$ cat config.mk
export PLATFORM = sky130hd
export DESIGN_NAME = key_debouncer_flat
export DESIGN_NICKNAME = d
export VERILOG_FILES = /design/src/rtl/key_debouncer_if.sv /design/src/rtl/key_debouncer.sv /design/src/flat_wrapper.sv
export SDC_FILE = /design/constraint.sdc
export NUM_CORES = 1
export LEC_CHECK = 0
export CAP_MARGIN = 20
export CORE_AREA = 4 4 41 43
export CTS_CLUSTER_DIAMETER = 30
export DETAILED_ROUTE_END_ITERATION = 8
export DIE_AREA = 0 0 45 47
export SYNTH_ARGS = -nofsm -noshare
export SYNTH_HDL_FRONTEND = slang
export SYNTH_SLANG_ARGS = --single-unit
$ cat constraint.sdc
create_clock -name clk -period 3.4 [get_ports clk]
set_input_delay 0.68 -clock clk [delete_from_list [all_inputs] [get_ports clk]]
set_output_delay 0.68 -clock clk [all_outputs]
set_load 0.1 [all_outputs]
$ cat src/rtl/key_debouncer_if.sv
// Signal bundle between a raw push button pin and its debouncer.
// The slave side is the debouncer; the master side drives the pin and observes the events.
interface key_debouncer_if;
  logic       key_n;
  logic       pressed;
  logic       press_pulse;
  logic       release_pulse;
  logic [1:0] dbg_state;

  // key_n is a free-running level with no handshake. The three event outputs
  // are registered: each is valid for the whole cycle after the clk edge that
  // sets it, and each pulse is high for exactly one cycle.
  modport slave (
    input  key_n,
    output pressed,
    output press_pulse,
    output release_pulse,
    output dbg_state
  );

  modport master (
    output key_n,
    input  pressed,
    input  press_pulse,
    input  release_pulse,
    input  dbg_state
  );
endinterface

$ cat src/rtl/key_debouncer.sv
// Active-low push button debouncer: two-flop synchroniser, stability-count FSM, registered event pulses.
// Define KEY_DEBOUNCE_REPEAT_EN to build the hold-to-auto-repeat timer.
module key_debouncer #(
  parameter int STABLE_CYCLES = 8,
  parameter int REPEAT_DELAY  = 400,
  parameter int REPEAT_PERIOD = 80
) (
  input  logic               clk,
  input  logic               reset,
  key_debouncer_if.slave     kif
);

  typedef enum logic [1:0] {
    IDLE         = 2'd0,
    PRESS_WAIT   = 2'd1,
    HELD         = 2'd2,
    RELEASE_WAIT = 2'd3
  } state_t;

  localparam int CNT_W = $clog2(STABLE_CYCLES + 1);
  localparam logic [CNT_W-1:0] CNT_LAST = CNT_W'(STABLE_CYCLES - 1);
  localparam logic [CNT_W-1:0] CNT_MAX  = CNT_W'(STABLE_CYCLES);
  localparam logic [CNT_W-1:0] CNT_ONE  = CNT_W'(1);

  if (STABLE_CYCLES < 2 || REPEAT_DELAY < 2 || REPEAT_PERIOD < 2) begin : g_param_check
    $error("key_debouncer: STABLE_CYCLES, REPEAT_DELAY and REPEAT_PERIOD must all be >= 2");
  end

  // Synchroniser; the inversion makes raw active-high (1 = pressed).
  logic s1;
  logic s2;
  logic raw;

  always_ff @(posedge clk) begin
    if (reset) begin
      s1 <= 1'b0;
      s2 <= 1'b0;
    end else begin
      s1 <= ~kif.key_n;
      s2 <= s1;
    end
  end

  assign raw = s2;

  state_t           state;
  state_t           state_nx;
  logic [CNT_W-1:0] cnt;
  logic [CNT_W-1:0] cnt_nx;
  logic [CNT_W-1:0] cnt_inc;
  logic             pressed_q;
  logic             pressed_nx;
  logic             press_q;
  logic             press_nx;
  logic             release_q;
  logic             release_nx;
  logic             rpt_fire;

  assign cnt_inc = (cnt == CNT_MAX) ? cnt : cnt + 1'b1;

`ifdef KEY_DEBOUNCE_REPEAT_EN
  localparam int RPT_MAX = (REPEAT_DELAY > REPEAT_PERIOD) ? REPEAT_DELAY : REPEAT_PERIOD;
  localparam int RPT_W   = $clog2(RPT_MAX + 1);
  localparam logic [RPT_W-1:0] DELAY_LAST  = RPT_W'(REPEAT_DELAY - 1);
  localparam logic [RPT_W-1:0] PERIOD_LAST = RPT_W'(REPEAT_PERIOD - 1);

  logic [RPT_W-1:0] rpt_cnt;
  logic             rpt_armed;
  logic             staying_held;

  // Timer only advances on cycles that remain in HELD, so any exit (including
  // a bounce into RELEASE_WAIT) restarts the full initial delay.
  assign staying_held = (state == HELD) && raw;
  assign rpt_fire     = staying_held &&
                        (rpt_armed ? (rpt_cnt == PERIOD_LAST) : (rpt_cnt == DELAY_LAST));

  always_ff @(posedge clk) begin
    if (reset || !staying_held) begin
      rpt_cnt   <= '0;
      rpt_armed <= 1'b0;
    end else if (rpt_fire) begin
      rpt_cnt   <= '0;
      rpt_armed <= 1'b1;
    end else begin
      rpt_cnt   <= rpt_cnt + 1'b1;
    end
  end
`else
  assign rpt_fire = 1'b0;
`endif

  always_ff @(posedge clk) begin
    if (reset) begin
      state     <= IDLE;
      cnt       <= '0;
      pressed_q <= 1'b0;
      press_q   <= 1'b0;
      release_q <= 1'b0;
    end else begin
      state     <= state_nx;
      cnt       <= cnt_nx;
      pressed_q <= pressed_nx;
      press_q   <= press_nx;
      release_q <= release_nx;
    end
  end

  always_comb begin
    state_nx   = state;
    cnt_nx     = cnt;
    pressed_nx = pressed_q;
    press_nx   = 1'b0;
    release_nx = 1'b0;
    case (state)
      IDLE: begin
        if (raw) begin
          state_nx = PRESS_WAIT;
          cnt_nx   = CNT_ONE;
        end
      end
      PRESS_WAIT: begin
        if (!raw) begin
          state_nx = IDLE;
          cnt_nx   = '0;
        end else if (cnt == CNT_LAST) begin
          state_nx   = HELD;
          cnt_nx     = '0;
          pressed_nx = 1'b1;
          press_nx   = 1'b1;
        end else begin
          cnt_nx = cnt_inc;
        end
      end
      HELD: begin
        if (!raw) begin
          state_nx = RELEASE_WAIT;
          cnt_nx   = CNT_ONE;
        end else if (rpt_fire) begin
          press_nx = 1'b1;
        end
      end
      RELEASE_WAIT: begin
        if (raw) begin
          state_nx = HELD;
          cnt_nx   = '0;
        end else if (cnt == CNT_LAST) begin
          state_nx   = IDLE;
          cnt_nx     = '0;
          pressed_nx = 1'b0;
          release_nx = 1'b1;
        end else begin
          cnt_nx = cnt_inc;
        end
      end
      default: begin
        state_nx = IDLE;
        cnt_nx   = '0;
      end
    endcase
  end

  assign kif.pressed       = pressed_q;
  assign kif.press_pulse   = press_q;
  assign kif.release_pulse = release_q;
  assign kif.dbg_state     = state;

endmodule

$ cat src/flat_wrapper.sv
// flat-port wrapper written by rule: the top's interface ports become plain ports
module key_debouncer_flat 
#(
  parameter int STABLE_CYCLES = 8,
  parameter int REPEAT_DELAY  = 400,
  parameter int REPEAT_PERIOD = 80
)
  (clk, reset, kif_key_n, kif_pressed, kif_press_pulse, kif_release_pulse, kif_dbg_state);
  key_debouncer_if kif_i ();
  input  logic clk;
  input  logic reset;
  input wire logic [$bits(kif_i.key_n)-1:0] kif_key_n;
  output wire logic [$bits(kif_i.pressed)-1:0] kif_pressed;
  output wire logic [$bits(kif_i.press_pulse)-1:0] kif_press_pulse;
  output wire logic [$bits(kif_i.release_pulse)-1:0] kif_release_pulse;
  output wire logic [$bits(kif_i.dbg_state)-1:0] kif_dbg_state;
  assign kif_i.key_n = kif_key_n;
  assign kif_pressed = kif_i.pressed;
  assign kif_press_pulse = kif_i.press_pulse;
  assign kif_release_pulse = kif_i.release_pulse;
  assign kif_dbg_state = kif_i.dbg_state;
  key_debouncer #(.STABLE_CYCLES(STABLE_CYCLES), .REPEAT_DELAY(REPEAT_DELAY), .REPEAT_PERIOD(REPEAT_PERIOD)) u_core (.clk(clk), .reset(reset), .kif(kif_i));
endmodule
==> results.md, run 1 <==
- Die area: around 0.0021 mm^2
- Kind of cell adding the most delay to the critical path: buffers and inverters
- Syn_nets: 59
- Largest net degree at the start of global routing: 14
- R2R depth: 4
- Worst-Margin Slew: roughly 0.97 ns
- Netlist cell types: 25
- Count of final hold-check violations: 0
- Post_cts resized: 0
- Height of the die: about 47 um
- Max Clk Rate: 412 MHz
- Largest stage delay, worst path: 1.14 ns
- Remaining antenna violation count: 0
- Clock Tree Root: clkbuf_4
- Area share of the largest cell type after synthesis: 0.454
- Overflow after GRT: 0
- Critical path data arrival time: 1.75 ns
- Setup TNS: 0 ns
- Startpoint types: register
- Port Buffer Count: 7
- Top cells by area, synth: dfxtp_1 45%, ha_1 5.2%, nand3_1 5.2%
- Post-CTS Setup Bufs: 0
- Placed inst area: around 560 um^2
- Clk buf depth: 2
- RSZ-0062 raised after global routing: no
- DRC Markers: 0
- Static Leak: 0.206 nW
- Routed wire per std cell: about 11 um
- R2R setup slack: about 2.0 ns
- Initial core utilization: 0.373
- Initial antenna violation count: 0
- Status: complete, no violations
- Cell count after synthesis: 54
- Crit path capture type: output pin
- Die X: 45 um
- Final setup viols: 0
- Worst Clk Skew: roughly 0.0064 ns
- Count of pins over their slew limit: 0
- Crit Path Max Fanout: 3
- Num rows: 13
- Hold Crit Class: reg2reg
- Total of max-cap violations: 0
- Pwr dens: ~430 mW/mm^2
- Flops & latches, synth: 11
- CTS tree: built
- Drt pass-1 iters: 4
- Min Tclk post-route: between 2 and 2.5 ns
- Final instance area: roughly 590 um^2
- Total CTS buffers: 3
- DP HPWL: 622 um
- Final worst path period share: 0.715
- CTS Sinks: 11
- Worst endpoint required time: 2.72 ns
- Peak VDD IR: approximately 310 uV
- # hold bufs at CTS: 0
- Area of the core: between 0.001 and 0.0015 mm^2
- Slew HR: 0.354
- H-tree depth: 1
- Vias: about 410
- Finished Core Util: 0.452
- Clock slew seen by the registers of the worst setup and hold paths: 0.08 ns
- Clock Latency Late Sink: roughly 0.27 ns
- Worst-case hold path end point: u_core.raw
- 1st-iter DRT viols: 13
- Avg Synthesized Cell Area: between 8 and 9 um^2
- GR Util All Layers: 0.102
- Worst R2R End: u_core.kif.pressed
- Mapped cell area: 485 um^2
- CP Buf/Inv Count: 1
- Fillers: roughly 150
- Crit path cell chain: clkdlybuf4s50_1
- Area growth from synthesis to layout: 21.1%
- Register area share after synthesis: 0.454
- Nets@finish: between 60 and 70
- Number of global-route vias before repair: approximately 340
- Detailed Route WL: between 800 and 900 um
- Via/cell ratio: approximately 5.3
- Setup Crit Path Kind: reg2out
- I/O pins: 8
- Ant diodes: 0
- First-pass GRT wire length: around 1.5 mm
- Hold Path Depth: 1
- Share of cells above drive strength 1: 0.111
- Hold Startpoint: u_core.s1
- Routability Congestion: about 0.74
- R2r startpoint: u_core.cnt[0]
- Yosys Warn Count: 0
- Yosys top cell by area: dfxtp_1
- Slowest cell on the critical path: clkdlybuf4s50_1
[cell families (layout without fill, tap and decap cells)]
group / count (synthesis) / in the layout / share of synthesized area
flip-flops: 11 / 11 / 0.454
adder cells (fa/ha/maj): 2 / 2 / 0.0515
buffers and inverters: 6 / 15 / 0.0489
AO/OA/AOI/OAI: 7 / 7 / 0.0876
XOR/XNOR: 2 / 2 / 0.0361
multiplexers: 1 / 1 / 0.0206
AND/OR/NAND/NOR: 25 / 25 / 0.302
[cells in the final DEF (no fill, tap or decap), types with 2 or more instances in the layout]
master            n
dfxtp_1          11
nand3_1           5
clkdlybuf4s50_1   5
inv_1             4
nor2_1            4
nand2_1           3
nand4_1           3
a31oi_1           3
clkbuf_4          3
nand3b_1          2
o21ai_0           2
ha_1              2
buf_4             2
[cells in the mapped netlist]
| library cell | count |
|---|---|
| nor4_1 | 1 |
| xor2_1 | 1 |
| nand2b_1 | 1 |
| clkbuf_1 | 1 |
| inv_1 | 4 |
| nand3b_1 | 2 |
| nand4_1 | 3 |
| buf_2 | 1 |
| o311ai_0 | 1 |
| a21oi_1 | 1 |
| a31oi_1 | 3 |
| dfxtp_1 | 11 |
| or4_1 | 1 |
| ha_1 | 2 |
| mux2i_1 | 1 |
| nand2_1 | 3 |
| o21ai_0 | 2 |
| nand4b_1 | 1 |
| xnor2_1 | 1 |
| nor4bb_1 | 1 |
| nor4b_1 | 1 |
| or3_2 | 1 |
| nor2b_1 | 1 |
| nor2_1 | 4 |
| nand3_1 | 5 |
[layout make-up]
cell class                      instances  area (um^2)  area share
Multi-Input combinational cell         37          241       0.411
Sequential cell                        11          220       0.374
Timing Repair Buffer                    7         65.1       0.111
Clock buffer                            3         22.5      0.0383
Tap cell                               15         18.8      0.0319
Inverter                                4         15.0      0.0255
Clock inverter                          1         5.00     0.00851
[power breakdown]
part	internal, W	switching (W)	total (W)
Sequential	0.000132	0.00000338	0.000136
Combinational	0.00000788	0.0000180	0.0000259
Clock	0.0000436	0.0000459	0.0000895
Total	0.000184	0.0000673	0.000251
[flip-flops by register name, summed over array words and instances (netlist names), named ones only]
register,flops
u_core.cnt,4
u_core.kif.dbg_state,1
u_core.kif.press_pulse,1
u_core.kif.pressed,1
u_core.kif.release_pulse,1
u_core.raw,1
u_core.s1,1
[per-layer routing]
| metal | up-vias | wire length, um | track usage | share of wire |
|---|---|---|---|---|
| li1 | 214 | - | - | - |
| met1 | 183 | 418 | 0.118 | 0.48 |
| met2 | 12 | 395 | 0.150 | 0.45 |
| met3 | 2 | 54 | 0.0575 | 0.062 |
| met4 | 0 | 8 | 0.0526 | 0.0091 |
| met5 | - | 0 | 0 | 0 |
[per-stage QoR]
stage	hold WS [ns]	setup WS [ns]	total power, W	cells
finish	0.442	0.971	0.000251	78
CTS	0.449	0.957	0.000256	78
global route	0.463	0.924	0.000266	78
global placement	0.424	1.27	0.000165	74
floorplan	0.414	1.42	0.000157	54
detailed placement	0.436	1.25	0.000165	74
[how the worst max path moves through the flow]
stage | start | endpoint | cells after the start
detailed placement | u_core.kif.pressed | kif_pressed | 1
finish | u_core.kif.pressed | kif_pressed | 1
floorplan | register | u_core.cnt[3] | 3
global route | u_core.kif.pressed | kif_pressed | 1
global placement | u_core.kif.pressed | kif_pressed | 1
CTS | u_core.kif.pressed | kif_pressed | 1
(Power assumes the default switching activity.)
==> run 2, diff against run 1 <==
Clock period 3.4 ns to 2.45 ns, I/O delays scaled along.
==> results.md, run 2 (synthesis gave the netlist of run 1 again) <==
- Area growth from synthesis to layout: 19.3% (was 21.1%)
- Crit Path Max Fanout: 13 (was 3)
- Worst Clk Skew: 0.000746 ns (was 0.00643 ns)
- Overflow after GRT: 0 (unchanged)
- Nets@finish: 69 (unchanged)
- GR peak layer: met2 (unchanged)
- Number of global-route vias before repair: 388 (was 335)
- GR Util met1: 0.115 (was 0.118)
- Crit path capture type: register (was output pin)
- Initial core utilization: 0.373 (unchanged)
- Remaining antenna violation count: 0 (unchanged)
- Detailed Route WL: 962 um (was 878 um)
- Count of final hold-check violations: 0 (unchanged)
- Final worst path period share: 0.646
- Drt pass-1 iters: 4 (unchanged)
- Fillers: 140 (was 147)
- Share of cells above drive strength 1: 0.143 (was 0.111)
- DP HPWL: 680 um (was 622 um)
- Clock Latency Late Sink: 0.27 ns (about the same)
- Clock Tree Root: clkbuf_4 (unchanged)
- Critical path data arrival time: 1.74 ns (was 1.75 ns)
- Crit path cell chain: clkdlybuf4s50_1 -> nor4bb_1 -> nand3_1 -> o311ai_0 (was clkdlybuf4s50_1)
- Final instance area: 579 um^2 (was 588 um^2)
- Height of the die: 47 um (unchanged)
- Clk buf depth: 2 (unchanged)
- DRC Markers: 0 (unchanged)
- Total CTS buffers: 3 (unchanged)
- M2 GR Usage: 0.167 (was 0.150)
- Via/cell ratio: 5.24 (was 5.27)
- Pwr dens: 603 mW/mm^2 (was 427 mW/mm^2)
- Min Tclk post-route: approximately 1.6 ns
- Slew HR: 0.639 (was 0.354)
- GR Util All Layers: 0.108 (was 0.102)
- Initial antenna violation count: 0 (unchanged)
- Post-CTS Setup Bufs: 0 (unchanged)
- First-pass GRT wire length: 1.53 mm (was 1.48 mm)
- # hold bufs at CTS: 0 (unchanged)
- Vias: 409 (was 411)
- Final setup viols: 0 (unchanged)
- CTS tree: built (unchanged)
- Num rows: 13 (unchanged)
- Peak VDD IR: 280 uV (was 309 uV)
- Largest net degree at the start of global routing: 14 (unchanged)
- Ant diodes: 0 (unchanged)
- Biggest register: u_core.cnt (unchanged)
- Placed inst area: 553 um^2 (was 561 um^2)
- Commonest non-fill, non-tap cell in the layout: dfxtp_1 (unchanged)
- Clock slew seen by the registers of the worst setup and hold paths: 0.07 ns (was 0.08 ns)
- Worst-Margin Slew: 0.539 ns (was 0.966 ns)
- H-tree depth: 1 (unchanged)
- Max Clk Rate: ~630 MHz
- Setup Crit Path Kind: in2reg (was reg2out)
- Count of pins over their slew limit: 0 (unchanged)
- Max FFs per register: 4 (unchanged)
- CTS Sinks: 11 (unchanged)
- Hold Crit Class: reg2reg (unchanged)
- Area of the core: 0.00130 mm^2 (unchanged)
- Setup WS post-layout: 0.868 ns (was 0.971 ns)
- Post-Place Worst Slack: 0.549 ns (was 1.25 ns)
- Largest stage delay, worst path: 0.63 ns (was 1.14 ns)
- Commonest non-fill, non-tap cells in the layout: 11 x dfxtp_1, 5 x nand3_1, 5 x buf_4, 4 x inv_1, 4 x nor2_1 (was 11 x dfxtp_1, 5 x nand3_1, 5 x clkdlybuf4s50_1, 4 x inv_1, 4 x nor2_1)
- Slowest cell on the critical path: clkdlybuf4s50_1 (unchanged)
- Port Buffer Count: 7 (unchanged)
- 1st-iter DRT viols: 8 (was 13)
- Setup TNS: 0 ns (unchanged)
- Startpoint types: input pin (was register)
- RSZ-0062 raised after global routing: no (unchanged)
- Die X: 45 um (unchanged)
- Die area: 0.00212 mm^2 (unchanged)
- Static Leak: 0.209 nW (was 0.206 nW)
- Worst endpoint required time: 2.61 ns (was 2.72 ns)
- Post_cts resized: 0 (unchanged)
- Post-layout power: 0.000349 W (was 0.000251 W)
- I/O pins: 8 (unchanged)
- Finished Core Util: 0.445 (was 0.452)
- Routability Congestion: 0.844 (was 0.739)
- Status: complete, no violations (unchanged)
- Met3 global-route usage: 0.0230 (was 0.0575)
- Total of max-cap violations: 0 (unchanged)
- Routed wire per std cell: 12.3 um (was 11.3 um)
[run 2: cell types whose count changed in the layout (fill, tap and decap cells not counted), sizes merged]
cell and change:
buf +3, clkdlybuf4s50 -3, clkbuf +1, clkinv -1
[run 2: per-stage QoR]
stage,hold slack (ns),cells
global route,0.462,78
floorplan,0.414,54
detailed placement,0.431,74
CTS,0.453,78
finish,0.446,78
global placement,0.439,74
[run 2: critical path: cells and delay by family]
kind / cells / cell delay [ns]
and+or+nand+nor: 2 / 0.49
AOI/OAI and AO/OA: 1 / 0.13
buffers and inverters: 1 / 0.63
[run 2: path summary, 6_finish.rpt]
check | from | end | slack [ns] | cells past startpoint
min | u_core.s1 | u_core.raw | 0.45 | 1
max reg2reg | u_core.cnt[0] | u_core.cnt[3] | 1.07 | 4
max | reset | u_core.cnt[2] | 0.87 | 4
min reg2reg | u_core.s1 | u_core.raw | 0.45 | 1
[run 2: cell type report]
| type | instances | area, um^2 | area share |
|---|---|---|---|
| well taps | 15 | 18.8 | 0.0324 |
| repair buffers | 7 | 57.6 | 0.0994 |
| clock buffers | 4 | 26.3 | 0.0454 |
| flip-flops and latches | 11 | 220 | 0.380 |
| inverters | 4 | 15.0 | 0.0259 |
| multi-input cells | 37 | 241 | 0.417 |
[run 2: power breakdown]
group          internal [W]  leakage (nW)   total, W  switching, W
clock network     0.0000631        0.0150   0.000125     0.0000623
logic             0.0000104         0.105  0.0000354     0.0000251
registers          0.000184        0.0894   0.000188    0.00000485
total              0.000257         0.209   0.000349     0.0000922
[run 2: routing by layer]
metal / wire, um / vias to the layer above
met5: 0 / -
met4: 27 / 0
met3: 34 / 4
met2: 448 / 5
met1: 452 / 185
li1: - / 215
==> run 3, diff against run 2 <==
Clock period 2.45 ns to 1.46 ns, I/O delays scaled along.
==> results.md, run 3 (synthesis gave the netlist of run 1 again) <==
- Hold Crit Class: reg2reg (unchanged)
- Peak VDD IR: 607 uV (was 280 uV)
- Routability Congestion: 0.861 (was 0.844)
- Count of final hold-check violations: 0 (unchanged)
- Vias: 422 (was 409)
- Max FFs per register: 4 (unchanged)
- Initial core utilization: 0.373 (unchanged)
- Largest net degree at the start of global routing: 10 (was 14)
- Remaining antenna violation count: 0 (unchanged)
- Detailed Route WL: 988 um (was 962 um)
- Ant diodes: 0 (unchanged)
- Worst endpoint required time: 1.65 ns (was 2.61 ns)
- 1st-iter DRT viols: 8 (unchanged)
- Initial antenna violation count: 0 (unchanged)
- Area of the core: 0.00130 mm^2 (unchanged)
- Port Buffer Count: 7 (unchanged)
- Final worst path period share: 0.939
- Routed wire per std cell: 12.0 um (was 12.3 um)
- GR Util All Layers: 0.104 (was 0.108)
- H-tree depth: 1 (unchanged)
- Die X: 45 um (unchanged)
- Num rows: 13 (unchanged)
- Setup WS post-layout: 0.0893 ns (was 0.868 ns)
- Worst-Margin Slew: 0.302 ns (was 0.539 ns)
- Worst R2R End: u_core.cnt[3] (unchanged)
- CTS tree: built (unchanged)
- R2r startpoint: u_core.cnt[0] (unchanged)
- Crit Path Max Fanout: 4 (was 13)
- I/O pins: 8 (unchanged)
- Count of pins over their slew limit: 0 (unchanged)
- Hold Startpoint: u_core.s1 (unchanged)
- Die area: 0.00212 mm^2 (unchanged)
- Static Leak: 0.243 nW (was 0.209 nW)
- Kind of cell adding the most delay to the critical path: simple AND/OR/NAND/NOR gates (was buffers and inverters)
- First-pass GRT wire length: 1.61 mm (was 1.53 mm)
- Clock slew seen by the registers of the worst setup and hold paths: 0.07 ns (about the same)
- Clock Latency Late Sink: 0.26 ns (was 0.27 ns)
- Biggest register: u_core.cnt (unchanged)
- # hold bufs at CTS: 0 (unchanged)
- Finished Core Util: 0.522 (was 0.445)
- Via/cell ratio: 5.15 (was 5.24)
- Setup TNS: 0 ns (unchanged)
- Min Tclk post-route: between 1 and 1.5 ns
- Clk buf depth: 2 (unchanged)
- Total CTS buffers: 3 (unchanged)
- Height of the die: 47 um (unchanged)
- Total of max-cap violations: 0 (unchanged)
- Setup Crit Path Kind: reg2reg (was in2reg)
- Pwr dens: 872 mW/mm^2 (was 603 mW/mm^2)
- Hold Path Depth: 1 (unchanged)
- CP Buf/Inv Count: 0 (was 1)
- Startpoint types: register (was input pin)
- Critical path data arrival time: 1.56 ns (was 1.74 ns)
- Worst-case hold path end point: u_core.raw (unchanged)
- Nets@finish: 73 (was 69)
- Post-Place Worst Slack: 0.0527 ns (was 0.549 ns)
- Share of cells above drive strength 1: 0.224 (was 0.143)
- R2R depth: 4 (unchanged)
- Final instance area: 679 um^2 (was 579 um^2)
- Area growth from synthesis to layout: 39.9% (was 19.3%)
- Largest stage delay, worst path: 0.46 ns (was 0.63 ns)
- Crit path capture type: register (unchanged)
- Max Clk Rate: 730 MHz
- Worst Clk Skew: 0.00267 ns (was 0.000746 ns)
- Commonest non-fill, non-tap cell in the layout: dfxtp_1 (unchanged)
- Clock Tree Root: clkbuf_4 (unchanged)
- Placed inst area: 638 um^2 (was 553 um^2)
- Slowest cell on the critical path: or4_1 (was clkdlybuf4s50_1)
- Hold WS: 0.445 ns (was 0.446 ns)
- Slew HR: 0.797 (was 0.639)
- Number of global-route vias before repair: 371 (was 388)
- Overflow after GRT: 0 (unchanged)
- Crit path cell chain: ha_1 -> nand2b_1 -> or4_1 -> a31oi_1 (was clkdlybuf4s50_1 -> nor4bb_1 -> nand3_1 -> o311ai_0)
- DRC Markers: 0 (unchanged)
- Commonest non-fill, non-tap cells in the layout: 9 x dfxtp_1, 5 x nand3_1, 5 x buf_12 (was 11 x dfxtp_1, 5 x nand3_1, 5 x buf_4, 4 x inv_1, 4 x nor2_1)
- Drt pass-1 iters: 2 (was 4)
- CTS Sinks: 11 (unchanged)
- R2R setup slack: 0.09 ns (was 1.07 ns)
- Final setup viols: 0 (unchanged)
- Status: complete, no violations (unchanged)
- DP HPWL: 663 um (was 680 um)
- RSZ-0062 raised after global routing: no (unchanged)
-- run 3: changes by cell type in the layout (fill, tap and decap cells not counted), sizes merged --
cell	before	now
buf	5	9
-- run 3: worst reg2reg max path: stages, from the launching register on --
cell and delay [ns]:
dfxtp_1 0.34, ha_1 0.23, nand2b_1 0.14, or4_1 0.46
a31oi_1 0.13
-- run 3: repair_timing --
| item | 4_1_cts | 5_1_grt |
|---|---|---|
| hold endpoints to repair | 0 | 0 |
| gates resized for setup | 0 | 0 |
| endpoints found under the setup margin | 0 | 3 |
| setup buffers | 0 | 2 |
-- run 3: how the worst max path moves through the flow --
stage	startpoint	endpoint	slack (ns)	cells past startpoint
floorplan	register	u_core.cnt[3]	0.07	3
global placement	u_core.cnt[1]	u_core.kif.pressed	0.09	4
detailed placement	u_core.cnt[1]	u_core.kif.pressed	0.05	4
CTS	u_core.cnt[1]	u_core.kif.pressed	0.04	4
global route	u_core.cnt[0]	u_core.cnt[0]	0.02	5
finish	u_core.cnt[0]	u_core.cnt[3]	0.09	4
-- run 3: metal layers --
layer  part of all wire  up-vias  GRT usage
li1                   -      221          -
met1               0.52      192      0.141
met2               0.42        9      0.153
met5                  0        -          0
met4                  0        0     0.0351
met3              0.060        0     0.0383
-- run 3: final cells by class --
class                   count  area, um^2
repair buffers             11         150
multi-input cells          37         241
inverters                   4        15.0
clock buffers               4        26.3
flip-flops and latches     11         228
fillers                   128         622
well taps                  15        18.8
-- run 3: through the flow --
stage / instances / power (W)
floorplan: 54 / 0.000363
global placement: 76 / 0.000393
detailed placement: 76 / 0.000393
CTS: 80 / 0.000604
global route: 82 / 0.000625
finish: 82 / 0.000592
-- run 3: power breakdown --
| part | internal, W | total (W) | switching (W) |
|---|---|---|---|
| clock network | 0.000106 | 0.000206 | 0.000101 |
| logic | 0.0000288 | 0.0000715 | 0.0000427 |
| registers | 0.000305 | 0.000315 | 0.00000970 |
| total | 0.000439 | 0.000592 | 0.000153 |
